[src/rtl/reorder_buffer.sv]
// In-order commit stage: 16-entry circular reorder buffer.
// Hands out rename tags, collects results, retires in order, flushes on mispredict.
module reorder_buffer (
  input  logic        clk,
  input  logic        rst,
  input  logic        rdy,
  input  logic        alloc_valid,
  input  logic        alloc_has_dest,
  input  logic        alloc_is_branch,
  input  logic [4:0]  alloc_rd,
  input  logic [31:0] alloc_value,
  output logic        alloc_ready,
  output logic [3:0]  alloc_tag,
  input  logic        simple_ins_commit,
  input  logic [3:0]  simple_ins_rename,
  input  logic        wb_valid,
  input  logic [3:0]  wb_tag,
  input  logic [31:0] wb_value,
  input  logic        wb_mispredict,
  input  logic [31:0] wb_target,
  output logic        register_update_flag,
  output logic [4:0]  register_commit_dest,
  output logic [31:0] register_commit_value,
  output logic [3:0]  rename_of_commit_ins,
  output logic        register_flush,
  output logic [31:0] flush_pc
);

  logic [15:0] busy;
  logic [15:0] done;
  logic [15:0] has_dest;
  logic [15:0] is_branch;
  logic [15:0] mispred;
  logic [4:0]  dest   [16];
  logic [31:0] value  [16];
  logic [31:0] target [16];

  logic [3:0]  head;
  logic [3:0]  tail;
  logic [4:0]  count;

  logic alloc_fire;
  logic commit_fire;
  logic flush_fire;
  logic wb_hit;
  logic simple_hit;

  assign alloc_ready = (count != 5'd16) && !register_flush;
  assign alloc_tag   = tail;
  assign alloc_fire  = rdy && alloc_valid && alloc_ready;
  assign commit_fire = rdy && busy[head] && done[head];
  assign flush_fire  = commit_fire && is_branch[head] && mispred[head];
  assign wb_hit      = wb_valid && busy[wb_tag];
  assign simple_hit  = simple_ins_commit && busy[simple_ins_rename];

  // Control state: occupancy, pointers, commit and flush pulses.
  always_ff @(posedge clk or posedge rst) begin
    if (rst) begin
      busy                  <= '0;
      done                  <= '0;
      head                  <= '0;
      tail                  <= '0;
      count                 <= '0;
      register_update_flag  <= 1'b0;
      register_commit_dest  <= '0;
      register_commit_value <= '0;
      rename_of_commit_ins  <= '0;
      register_flush        <= 1'b0;
      flush_pc              <= '0;
    end else if (!rdy) begin
      register_update_flag <= 1'b0;
      register_flush       <= 1'b0;
    end else begin
      register_update_flag <= commit_fire && has_dest[head];
      register_flush       <= flush_fire;
      if (commit_fire) begin
        register_commit_dest  <= dest[head];
        register_commit_value <= value[head];
        rename_of_commit_ins  <= head;
      end
      if (flush_fire) begin
        flush_pc <= target[head];
        busy     <= '0;
        done     <= '0;
        head     <= '0;
        tail     <= '0;
        count    <= '0;
      end else begin
        if (wb_hit)
          done[wb_tag] <= 1'b1;
        if (simple_hit)
          done[simple_ins_rename] <= 1'b1;
        if (alloc_fire) begin
          busy[tail] <= 1'b1;
          done[tail] <= 1'b0;
          tail       <= tail + 4'd1;
        end
        if (commit_fire) begin
          busy[head] <= 1'b0;
          done[head] <= 1'b0;
          head       <= head + 4'd1;
        end
        count <= count + {4'd0, alloc_fire} - {4'd0, commit_fire};
      end
    end
  end

  // Entry payload: only meaningful while the entry is busy, so no reset.
  always_ff @(posedge clk) begin
    if (rdy) begin
      if (wb_hit) begin
        value[wb_tag]   <= wb_value;
        target[wb_tag]  <= wb_target;
        mispred[wb_tag] <= wb_mispredict;
      end
      if (alloc_fire) begin
        has_dest[tail]  <= alloc_has_dest;
        is_branch[tail] <= alloc_is_branch;
        dest[tail]      <= alloc_rd;
        value[tail]     <= alloc_value;
        mispred[tail]   <= 1'b0;
      end
    end
  end

endmodule

[config.mk]
export PLATFORM = sky130hd
export DESIGN_NAME = reorder_buffer
export DESIGN_NICKNAME = d
export VERILOG_FILES = /design/src/rtl/reorder_buffer.sv
export SDC_FILE = /design/constraint.sdc
export NUM_CORES = 2
export LEC_CHECK = 0
export ABC_AREA = 1
export CAP_MARGIN = 20
export CELL_PAD_IN_SITES_DETAIL_PLACEMENT = 1
export CELL_PAD_IN_SITES_GLOBAL_PLACEMENT = 2
export CORE_AREA = 2 2 389 391
export DETAILED_ROUTE_END_ITERATION = 10
export DIE_AREA = 0 0 391 393
export DONT_BUFFER_PORTS = 1
export PLACE_DENSITY_LB_ADDON = 0.08
export SYNTH_ARGS = -nofsm -noshare
export SYNTH_HDL_FRONTEND = slang
export SYNTH_SLANG_ARGS = --single-unit
[constraint.sdc]
create_clock -name clk -period 3.6 [get_ports clk]
set_input_delay 0.36 -clock clk [delete_from_list [all_inputs] [get_ports clk]]
set_output_delay 0.36 -clock clk [all_outputs]
set_load 0.05 [all_outputs]
==> out/metrics.csv <==
metric,value,unit
"leading cell type in the layout, fill and taps excluded",edfxtp_1,
post-layout util,43.2,%
Leak Pwr,23.5,nW
clock sinks,1272,
die area,154000,µm²
Worst Path Required,4300,ps
"worst slack, placed",288,ps
Worst Slack Setup Final,350,ps
clock period minus worst slack,3250,ps
Hold Crit Class,input port to flop,
Clock Skew,18.9,ps
most frequent cells in the layout,"edfxtp_1 (1152), o21ai_0 (1101), nand2_1 (1056), nor2_1 (651), o22ai_1 (292)",
crit start category,flop,
"Async S/R FF share, synth",9.43,%
Final HPWL DP,108,mm
Starting Density,37.7,%
Worst VDD drop,0.597,mV
ANT nets after route,0,
Yosys top cell by area,edfxtp_1,
area growth from synthesis to layout,14.4,%
Final Slew Violations,0,
"Avg Cell Area, Syn",10.4,µm²
yosys warns,0,
GPL Wtd Cong,0.803,
unrepaired setup endpoints after global routing,no,
Worst-path clk slew,60,ps
vias per inst,5.56,
H-tree depth,4,
Worst-Margin Slew,1110,ps
"Setup violations, final",0,
Buffers on Ports,0,
DRC,0,
maximum clock insertion buffer count,3,
die width,391,µm
Rows,142,
worst-path fanout max,52,
dominant synthesized flop cell,edfxtp_1,
First-pass DRT Iterations,5,
I/O pins,198,
Yosys cell types,36,
"Arr. time, crit path",3950,ps
Crit. End Element,flop,
DRT Wirelength,202,mm
f_max,308,MHz
sequential area share after synthesis,66.7,%
power per cell area,751,nW/µm²
largest net degree at the start of global routing,220,
"Clk Latency, worst-skew pair",780,ps
Tot GR Track Use,26.2,%
Crit Path Class,flop to flop,
grt total ovfl,0,
MaxCap Viol Count,0,
CTS tree,yes,
layout cells sized above 1,7.87,%
final hold violations,0,
syn_nets,5568,
largest cells by area after synthesis,"edfxtp_1 (61%), o21ai_0 (9.9%), nand2_1 (7.1%)",
Gate Count Post-Synth,5435,
die height,393,µm
number of flops mapped to enable cells by yosys,1152,
worst rel slew slack,25.8,%
initial antenna violation count,24,
first-pass GRT wire length,293,mm
outcome,"complete, no violations",
vias in the first global route,41600,
total power,48.4,mW
"flops & latches, synth",1272,
final worst-path cycle share,90.3,%
Root Buffer Master,clkbuf_16,
Filler cells,16100,
CTS resizes,0,
Vias,41200,
DR WL/cell,27.2,µm
# nets final,5457,
Initial DRC Count,3007,
Core ar.,149000,µm²
share of the synthesized area in the top cell type,61.4,%
CTS buffer count,148,
Synth Cell Area,56300,µm²
## Yosys cell counts (all sizes together) (5+ instances only)
cell type and count:
nand3 154, nand2 1076, nor2 671, o22ai 292, o21ai 1192, dfrtp 120
nand3b 5, buf 142, edfxtp 1152, nand4 12, ha 14, inv 162
xor2 6, nor3 5, clkbuf 330, a21oi 93
## final timing paths
kind                            depth (start not counted)                  from  slack, ps                         to
worst min register to register                          2               done[5]        510                    done[5]
min in group asynchronous                               2                   rst        200               flush_pc[22]
worst max-delay path                                   19               head[0]        350                   count[4]
worst min-delay path                                    6  simple_ins_rename[2]         40                   done[12]
max in group asynchronous                               3                   rst       2570  register_commit_value[26]
worst max register to register                         19               head[0]        350                   count[4]
## routing by layer
metal | routed length [µm] | GRT usage [%]
met1 | 90800 | 35.2
met2 | 97400 | 44.2
met3 | 8670 | 3.98
met4 | 4570 | 7.15
met5 | 73 | 0
## stage by stage
| step | area, µm² | cells | hold slack, ps | TNS, ps |
|---|---|---|---|---|
| after floorplan | 56300 | 5435 | 459 | -80190 |
| after global placement | 58800 | 7030 | 391 | 0 |
| after detailed placement | 58800 | 7030 | 412 | 0 |
| after CTS | 64400 | 7386 | 0.335 | 0 |
| after global routing | 64400 | 7402 | 59.1 | 0 |
| final | 64500 | 7404 | 37.6 | 0 |
## cell type report
cell class | count | area, µm² | area share [%]
multi-input cells | 3529 | 16500 | 25.7
clock buffers | 198 | 4140 | 6.42
repair buffers | 211 | 2400 | 3.72
inverters | 162 | 649 | 1.01
well taps | 1944 | 2430 | 3.77
clock inverters | 76 | 652 | 1.01
diodes | 12 | 30.0 | 0.0466
flip-flops and latches | 1272 | 37600 | 58.3
## repair_timing
item,in CTS,in global routing
buffers inserted,0,6
hold endpoints to repair,1241,0
endpoints found under the setup margin,0,1
hold buffers,82,0
## report_power, final
part	total (mW)	switching, mW	internal, mW
sequential	19.2	2.05	17.2
clock	14.9	6.23	8.72
combinational	14.2	10.2	4.05
total	48.4	18.4	29.9
## flip-flops by register name (all words and copies together) (netlist names), 32 cells and up
name and flops:
value 512, flush_pc 32, target 512, dest 80, register_commit_value 32
## cell families after synthesis
family | share of synthesized area, %
buf+inv | 4.63
fa+ha+maj | 0.346
flops | 66.7
compound gates | 14.8
simple gates | 13.4
xor+xnor | 0.109
## worst max-delay path: stages, from the launching register on
cell       delay (ps)
dfrtp_4           590
clkinv_16         190
nand2_1           110
nand3_1            70
nand2_1            80
nand2_1            50
nand2_1            80
inv_2              40
nand2_2           160
nand2_4            70
inv_2             170
ha_1              260
inv_1              60
ha_1              170
inv_1              60
fa_1              420
o21ai_0           180
a21oi_1           100
xor2_1            140
o21ai_0           140
(Power assumes the default switching activity.)
